`config.mk`:
```
export PLATFORM = sky130hd
export DESIGN_NAME = uart_tx_arbiter
export DESIGN_NICKNAME = d
export VERILOG_FILES = /design/src/rtl/uart_tx_arb_pkg.sv /design/src/rtl/uart_rr_pick.sv /design/src/rtl/uart_tx_arbiter.sv
export SDC_FILE = /design/constraint.sdc
export NUM_CORES = 1
export LEC_CHECK = 0
export CORE_MARGIN = 2
export CORE_UTILIZATION = 43
export CTS_BUF_LIST = sky130_fd_sc_hd__clkbuf_16
export DETAILED_ROUTE_END_ITERATION = 7
export GPL_TIMING_DRIVEN = 1
export PLACE_DENSITY = 0.85
export SETUP_SLACK_MARGIN = 0.15
export SLEW_MARGIN = 5
export SYNTH_ARGS = -nofsm -noshare
export SYNTH_HDL_FRONTEND = slang
export SYNTH_HIERARCHICAL = 1
export SYNTH_SLANG_ARGS = --single-unit
export TNS_END_PERCENT = 1
```
`constraint.sdc`:
```
create_clock -name clk -period 3.7 [get_ports clk]
set_clock_uncertainty 0.1 [all_clocks]
set_input_delay 0.74 -clock clk [delete_from_list [all_inputs] [get_ports clk]]
set_output_delay 0.74 -clock clk [all_outputs]
set_load 0.1 [all_outputs]
```
`src/rtl/uart_tx_arb_pkg.sv`:
```
// Shared types and constants for the Uart8 transmit arbiter.
package uart_tx_arb_pkg;

    localparam int BYTE_W          = 8;
    localparam int TIMEOUT_DEFAULT = 65536;

    localparam logic [1:0] IDLE      = 2'd0;
    localparam logic [1:0] START     = 2'd1;
    localparam logic [1:0] WAIT_DONE = 2'd2;

    function automatic int ptr_w(input int n);
        return (n <= 2) ? 1 : $clog2(n);
    endfunction

endpackage

```
`src/rtl/uart_rr_pick.sv`:
```
// Combinational round-robin picker: first valid requester at or after ptr, wrapping.
module uart_rr_pick
    import uart_tx_arb_pkg::*;
#(
    parameter int NUM_REQ = 4,
    parameter int PTR_W   = ptr_w(NUM_REQ)
) (
    input  logic [NUM_REQ-1:0] req_valid,
    input  logic [PTR_W-1:0]   ptr,
    output logic [PTR_W-1:0]   idx,
    output logic               found
);

    int j;

    // Scan from the farthest offset down so the nearest valid index wins last.
    always_comb begin
        idx   = '0;
        found = 1'b0;
        j     = 0;
        for (int k = NUM_REQ - 1; k >= 0; k--) begin
            j = int'(ptr) + k;
            if (j >= NUM_REQ) j = j - NUM_REQ;
            if (req_valid[j[PTR_W-1:0]]) begin
                idx   = j[PTR_W-1:0];
                found = 1'b1;
            end
        end
    end

endmodule

```
`src/rtl/uart_tx_arbiter.sv`:
```
// Round-robin sharing of one Uart8 transmitter, one byte per grant.
// Optional per-frame watchdog enabled by defining UART_TX_ARB_TIMEOUT_EN.
module uart_tx_arbiter
    import uart_tx_arb_pkg::*;
#(
    parameter int NUM_REQ        = 4,
    parameter int TIMEOUT_CYCLES = TIMEOUT_DEFAULT
) (
    input  logic                      clk,
    input  logic                      rstN,
    input  logic                      en,
    input  logic [NUM_REQ-1:0]        reqValid,
    input  logic [BYTE_W*NUM_REQ-1:0] reqData,
    output logic [NUM_REQ-1:0]        reqAck,
    output logic [NUM_REQ-1:0]        reqDone,
    output logic                      busy,
    output logic                      err,
    output logic                      txEn,
    output logic                      txStart,
    output logic [BYTE_W-1:0]         txIn,
    input  logic                      txBusy,
    input  logic                      txDone
);

    localparam int PTR_W = ptr_w(NUM_REQ);

    logic [1:0]         state_q, state_d;
    logic [PTR_W-1:0]   ptr_q, ptr_d;
    logic [PTR_W-1:0]   owner_q, owner_d;
    logic [BYTE_W-1:0]  tx_in_q, tx_in_d;
    logic               tx_start_q, tx_start_d;
    logic               tx_en_q, tx_en_d;
    logic [NUM_REQ-1:0] ack_q, ack_d;
    logic [NUM_REQ-1:0] done_q, done_d;

    logic [PTR_W-1:0]   pick_idx;
    logic               pick_found;
    logic [BYTE_W-1:0]  pick_data;
    logic [PTR_W-1:0]   next_ptr;
    logic               timeout;

    uart_rr_pick #(.NUM_REQ(NUM_REQ), .PTR_W(PTR_W)) u_pick (
        .req_valid (reqValid),
        .ptr       (ptr_q),
        .idx       (pick_idx),
        .found     (pick_found)
    );

    always_comb begin
        pick_data = '0;
        for (int i = 0; i < NUM_REQ; i++)
            if (pick_idx == PTR_W'(i)) pick_data = reqData[i*BYTE_W +: BYTE_W];
    end

    assign next_ptr = (owner_q == PTR_W'(NUM_REQ - 1)) ? '0 : owner_q + PTR_W'(1);

    always_comb begin
        state_d    = state_q;
        ptr_d      = ptr_q;
        owner_d    = owner_q;
        tx_in_d    = tx_in_q;
        tx_start_d = tx_start_q;
        tx_en_d    = en;
        ack_d      = '0;
        done_d     = '0;
        case (state_q)
            IDLE: begin
                if (en && tx_en_q && pick_found && !txBusy) begin
                    state_d           = START;
                    owner_d           = pick_idx;
                    tx_in_d           = pick_data;
                    ack_d[pick_idx]   = 1'b1;
                    tx_start_d        = 1'b1;
                end
            end
            START, WAIT_DONE: begin
                // Abort drops the byte without advancing ptr; a done seen in START counts as completion.
                if (!en) begin
                    state_d    = IDLE;
                    tx_start_d = 1'b0;
                end else if (txDone) begin
                    done_d[owner_q] = 1'b1;
                    ptr_d           = next_ptr;
                    state_d         = IDLE;
                    tx_start_d      = 1'b0;
                end else if (timeout) begin
                    ptr_d      = next_ptr;
                    state_d    = IDLE;
                    tx_start_d = 1'b0;
                end else if (state_q == START && txBusy) begin
                    tx_start_d = 1'b0;
                    state_d    = WAIT_DONE;
                end
            end
            default: begin
                state_d    = IDLE;
                tx_start_d = 1'b0;
            end
        endcase
    end

    always_ff @(posedge clk or negedge rstN) begin
        if (!rstN) begin
            state_q    <= IDLE;
            ptr_q      <= '0;
            owner_q    <= '0;
            tx_in_q    <= '0;
            tx_start_q <= 1'b0;
            tx_en_q    <= 1'b0;
            ack_q      <= '0;
            done_q     <= '0;
        end else begin
            state_q    <= state_d;
            ptr_q      <= ptr_d;
            owner_q    <= owner_d;
            tx_in_q    <= tx_in_d;
            tx_start_q <= tx_start_d;
            tx_en_q    <= tx_en_d;
            ack_q      <= ack_d;
            done_q     <= done_d;
        end
    end

`ifdef UART_TX_ARB_TIMEOUT_EN
    localparam int CNT_W = $clog2(TIMEOUT_CYCLES);

    logic [CNT_W-1:0] cnt_q, cnt_d;
    logic             err_q, err_d;

    assign timeout = (cnt_q == CNT_W'(TIMEOUT_CYCLES - 1));

    // Counter sits at zero in IDLE, so it is already cleared on the grant edge.
    always_comb begin
        cnt_d = (state_q == IDLE) ? '0 : cnt_q + 1'b1;
        err_d = (state_q != IDLE) && en && !txDone && timeout;
    end

    always_ff @(posedge clk or negedge rstN) begin
        if (!rstN) begin
            cnt_q <= '0;
            err_q <= 1'b0;
        end else begin
            cnt_q <= cnt_d;
            err_q <= err_d;
        end
    end

    assign err = err_q;
`else
    assign timeout = 1'b0;
    // TIMEOUT_CYCLES only matters with the watchdog compiled in.
    assign err     = 1'b0 & (TIMEOUT_CYCLES > 0);
`endif

    assign reqAck  = ack_q;
    assign reqDone = done_q;
    assign busy    = (state_q != IDLE);
    assign txEn    = tx_en_q;
    assign txStart = tx_start_q;
    assign txIn    = tx_in_q;

endmodule

```
### Word level (Yosys, flattened, before mapping)

Index checks and enable logic that the tools add are counted.

| storage, ports and cells | value |
|---|---|
| flip-flop bits (word level) | 24 |
| output and inout port bits | 20 |
| logic and storage cells | 94 |

| operators by class | value |
|---|---|
| $add $sub $neg | 8 |
| order comparisons | 12 |
| equal/unequal tests | 8 |
| multiplexer cells | 44 |
| reduce and logical (&&, ||, !) cells | 14 |

Operators with widths:

| cell | number |
|---|---|
| 8-bit 2-to-1 mux | 4 |
| 2-bit 2-to-1 mux | 13 |
| 4-bit 2-to-1 mux | 5 |
| 2-bit by 3-bit < comparator with 1-bit output (second input constant) | 6 |
| 1-bit 2-to-1 mux | 14 |
| 3-bit >= comparator (second input constant) | 3 |
| 1-bit binary-select mux with 2-bit select | 4 |
| 2-bit equality test (second input constant) | 4 |
| 2-bit by 1-bit subtractor with 2-bit output (second input constant) | 4 |
| 2-bit by 2-bit adder with 3-bit output (second input constant) | 2 |
| 1-bit logical AND | 6 |
| 1-bit demux with 2-bit select | 2 |
| 2-bit by 1-bit equality test with 1-bit output (second input constant) | 2 |
| 2-bit by 1-bit >= comparator with 1-bit output (second input constant) | 2 |
| 2-bit zero test | 2 |
| 4-bit inequality test (second input constant) | 1 |
| 2-bit one-hot mux with 2 select lines | 1 |
| 2-bit AND reduction | 2 |
| 2-bit by 1-bit adder with 3-bit output (second input constant) | 1 |
| 2-bit by 3-bit >= comparator with 1-bit output (second input constant) | 1 |
| 3-bit AND reduction | 1 |
| 2-bit by 1-bit adder with 2-bit output (second input constant) | 1 |
| 2-bit inequality test (second input constant) | 1 |
| 1-bit one-hot mux with 2 select lines | 1 |
| other kinds (3) | 3 |

### Longest topological paths before layout

| logic depth | value |
|---|---|
| word-level depth | 15 |
| depth in mapped cells | 7 |
| depth with buffers taken out | 5 |

### Cells and area by module

The synthesis kept the hierarchy.

Modules (own cells, without submodules):

| module | instances | cells an instance | area an instance (um^2) | sequential area each (um^2) |
|---|---|---|---|---|
| uart_tx_arbiter | 1 | 86 | 1,198.6 | 575.6 |
| uart_rr_pick | 1 | 13 | 77.6 | 0.0 |

### Worst setup path after synthesis

No wires, ideal clock.

| path | value |
|---|---|
| kind | reg-to-reg |
| from | register state_q[0] |
| to | register tx_in_q[4] (netlist: txIn[4]) |
| setup time | 0.125 ns |
| arrival time | 2.734 ns |
| path slack | 0.740 ns |
| cell stages (with the launch flop) | 8 |
| buffers on the path | 2 |
| period minus slack after synthesis | 2.960 ns |
| cells stage by stage | dfrtp_1 -> inv_1 -> ha_1 -> inv_1 -> or2_1 -> buf_6 -> buf_6 -> mux2_4 |

| on the way | value |
|---|---|
| cells in the longest elaborated chain, start to end | 2 |

RTL lines:

| item | RTL line | source |
|---|---|---|
| start: declaration | uart_tx_arbiter.sv:27 | `logic [1:0] state_q, state_d;` |
| start signal: assignment | uart_tx_arbiter.sv:113 | `state_q <= state_d;` |
| 2-bit zero test | uart_tx_arbiter.sv:66 | `case (state_q)` |
| 2-bit AND reduction (no source line) | n/a |  |
| end signal: assignment | uart_tx_arbiter.sv:116 | `tx_in_q <= tx_in_d;` |
| end: declaration | uart_tx_arbiter.sv:30 | `logic [BYTE_W-1:0] tx_in_q, tx_in_d;` |

No other way between the ends.
A chain may end at the register's enable or synchronous reset.

### Final worst setup path

| path | value |
|---|---|
| from | input port reqValid[1] |
| to | register tx_in_q[7] (netlist: txIn[7]) |

| on the way | value |
|---|---|
| cells in the longest elaborated chain, start to end | 11 |
| elaborated cells on any way between the ends | 27 |
| classes of those cells | eq/ne (3); mux (20); reduce/logical (4) |

RTL lines:

| item | RTL line | source |
|---|---|---|
| start: declaration | uart_tx_arbiter.sv:12 | `input logic [NUM_REQ-1:0] reqValid,` |
| 1-bit binary-select mux with 2-bit select | uart_rr_pick.sv:24 | `if (req_valid[j[PTR_W-1:0]]) begin` |
| 1-bit 2-to-1 mux (not written as such) | uart_rr_pick.sv:24 |  |
| 2-bit 2-to-1 mux (3 in a row) | uart_rr_pick.sv:24 |  |
| 2-bit 2-to-1 mux * | uart_rr_pick.sv:24 |  |
| via pick_idx[1] | uart_tx_arbiter.sv:36 | `logic [PTR_W-1:0] pick_idx;` |
| 2-bit zero test | uart_tx_arbiter.sv:52 | `if (pick_idx == PTR_W'(i)) pick_data = reqData[i*BYTE_W +: BYTE_W];` |
| 8-bit 2-to-1 mux (3 in a row) | uart_tx_arbiter.sv:52 |  |
| 8-bit 2-to-1 mux * | uart_tx_arbiter.sv:52 |  |

Mark *: on every way through the listed nets, which the timed path passes. The rest lies on a longest branch. The select of a mux whose other input is x is not followed.

==> metrics.csv <==
stage;metric;value;unit
cts;cts-root-buf;clkbuf_16;
sta;period_share;77.0;%
cts;ctsHoldBuffers;0;
worst_setup_path;arrival;2.89;ns
global_route;grt_pass1_wl;4490;um
worst_setup_path;cp-endpoint;txIn[7];
cells_and_area;fin_util;70.1;%
worst_setup_path;critPathKind;input pin to flop;
power;p_leak;0.849;nW
power;sw_frac_of_total;50.7;%
synth;synth_fa_ha_area_share;6.86;%
routing;met1_length;1040;um
worst_setup_path;end_kind;flop;
synth;synth_top_family_by_area;multiplexers;
cts;cts_setup_buffers;0;
synth;syn_inst;99;
die;rows;19;
synth;synth_mux_area_share;25.7;%
sta;tns;0;ns
run_status;status;completed;
cts;cts_resized;0;
cts;cts_tree;done;
routing;drtPass1Iterations;4;
synth;synth_compound_area_share;5.78;%
cts;clockBufferDepth;2;
cells_and_area;multi_input_area;636;um2
synth;synth_warnings;6;
global_route;antenna_found_initial;0;
sta;max_slew_margin;34.4;%
synth;synth_flop_cell;dfrtp_1;
synth;ys_ff_latch;23;
routing;vias_per_cell;5.16;
cts;htreeDepth;1;
cells_and_area;nFillCells;214;
placed_design;io_buffers;59;
synth;synth_cell_types;31;
sta;period_minus_slack;2.85;ns
power;internal_power;0.822;mW
global_route;overflow;0;
placed_design;dpl.cell_count;185;
synth;avgSynthCellArea;12.9;um2
cells_and_area;final_common_cell;clkdlybuf4s50_1;
sta;fin_ws;0.851;ns
placed_design;dpl_worst_slack;0.583;ns
cells_and_area;diodes;0;
synth;syn_nets;147;
die;dieHeight;58.5;um
cells_and_area;instances_no_fill;189;
power;power-per-cell-area;855;nW/um2
global_route;grt_max_degree;24;
cells_and_area;drive_gt1_share;17.1;%
die;die_area;3420;um2
routing;final_antenna_net_count;0;
cells_and_area;regArea;576;um2
power;seq_power_share;23.8;%
worst_setup_path;start_kind;input pin;
worst_setup_path;reg2regPathDepth;5;
cts;cts_sinks;23;
placed_design;detailed_place_hpwl;2190;um
cts;insertion_delay;0.26;ns
cells_and_area;area_delta_synth_final;52.8;%
synth;synth-edff-count;0;
power;ir_drop;0.807;mV
synth;netlist_area;1280;um2
cells_and_area;layout_common_cells;58 x clkdlybuf4s50_1, 23 x dfrtp_1, 8 x inv_1, 8 x mux4_2, 7 x ha_1;
die;die_x;58.5;um
synth;synth_seq_area_share;45.1;%
placed_design;routabilityCongestion;0.720;
sta;setup_violations;0;
cts;clkSlewWorstSetupHoldPaths;0.06;ns
power;pwr-share-comb;62.5;%
sta;worst_slew_pin_slew;0.980;ns
routing;drt-initial-drc-count;16;
sta;hold_ws;0.407;ns
cells_and_area;final_nets;207;
routing;wl_per_cell;14.5;um
sta;timing.fmax;351;MHz
worst_setup_path;rr_startpoint;ptr_q[1];
die;ios;61;
worst_setup_path;rr_endpoint;txIn[7];
power;clock_power_share;13.7;%
global_route;grt_usage;18.1;%
global_route;grt_pass1_vias;1070;
synth;synth-xor-area-share;0;%
sta;hold_viol;0;
worst_setup_path;required;3.74;ns
synth;ys_async_sr_fraction;100;%
synth;synthSimpleGateAreaFrac;11.2;%
sta;rsz0062_at_grt;no;
die;initial_core_util;45.9;%
cts;cts_buffers;3;
sta;slew_violations;0;
worst_setup_path;path_max_fanout;11;
routing;wl_met2;1390;um
hold_path;hold_path_class;flop to flop;
worst_setup_path;r2r_slack;1.36;ns
routing;dr_total_vias;975;
die;design.core.area;2780;um2
routing;drc;0;
routing;met3WireLength;245;um
routing;routed.top_layer;met4;
power;switching_power;0.846;mW
routing;routed_wl;2740;um
run;max_cap_violations;0;
worst_setup_path;crit_start;reqValid[1];
==> cells in the mapped netlist (3+ instances only) <==
| library cell | instances | area (um2) |
|---|---|---|
| dfrtp_1 | 23 | 576 |
| mux4_2 | 8 | 180 |
| ha_1 | 7 | 87.6 |
| inv_1 | 7 | 26.3 |
| mux2_2 | 6 | 67.6 |
| nor2_1 | 5 | 18.8 |
| and2_1 | 4 | 25.0 |
| mux2_4 | 4 | 60.1 |
| nor3_1 | 4 | 20.0 |
| o21ai_0 | 4 | 20.0 |
| nand2_1 | 3 | 11.3 |
==> worst min-delay path by stage <==
stage	start	end	slack (ns)	depth (start not counted)
2_1_floorplan	rstN	owner_q[0]	0.34	0
3_3_place_gp	txIn[0]	txIn[0]	0.39	1
3_5_place_dp	txIn[5]	txIn[5]	0.40	1
4_1_cts	txIn[2]	txIn[2]	0.41	1
5_1_grt	txIn[0]	txIn[0]	0.44	1
6_report	txIn[2]	txIn[2]	0.41	1
==> area by class of cell <==
cell class / count / area share [%]
clock buffer: 3 / 3.85
clock inverter: 1 / 0.192
inverter: 7 / 1.35
multi-input combinational: 64 / 32.6
sequential: 23 / 29.5
tap: 31 / 1.99
timing repair buffer: 60 / 30.5
==> logic make-up after synthesis <==
family / count (synthesis)
AO/OA/AOI/OAI: 11
buffers and inverters: 12
AND/OR/NAND/NOR: 25
flip-flops: 23
other: 1
multiplexers: 20
adder cells (fa/ha/maj): 7
==> stage by stage <==
stage	total power, mW	area, um2
after floorplan	1.21	1280
final	1.67	1950
after detailed placement	1.45	1870
after global routing	1.76	1950
after CTS	1.69	1950
after global placement	1.43	1870
==> sequential cells by signal, indices dropped and copies added, names as in the netlist <==
name	cells
owner_q	2
ptr_q	2
reqAck	4
reqDone	4
state_q	2
txEn	1
txIn	8
==> critical path: stages <==
cell             delay (ns)
clkdlybuf4s50_1        0.44
nor3b_1                0.22
a211oi_1               0.08
nor2_1                 0.72
mux4_2                 0.41
mux2_4                 0.27
==> per-layer routing <==
| layer | vias up | GRT usage [%] |
|---|---|---|
| li1 | 467 | - |
| met1 | 457 | 19.3 |
| met2 | 46 | 32.1 |
| met3 | 5 | 5.05 |
| met4 | 0 | 9.97 |
| met5 | - | 0 |
==> power by group through the flow <==
stage / Clock [mW] / Combinational [mW] / Sequential (mW)
after floorplan: 0 / 0.397 / 0.809
after global placement: 0 / 1.03 / 0.398
after detailed placement: 0 / 1.05 / 0.400
after CTS: 0.237 / 1.05 / 0.398
after global routing: 0.247 / 1.10 / 0.413
final: 0.228 / 1.04 / 0.398
No activity file was read; power rests on OpenSTA's default activity.
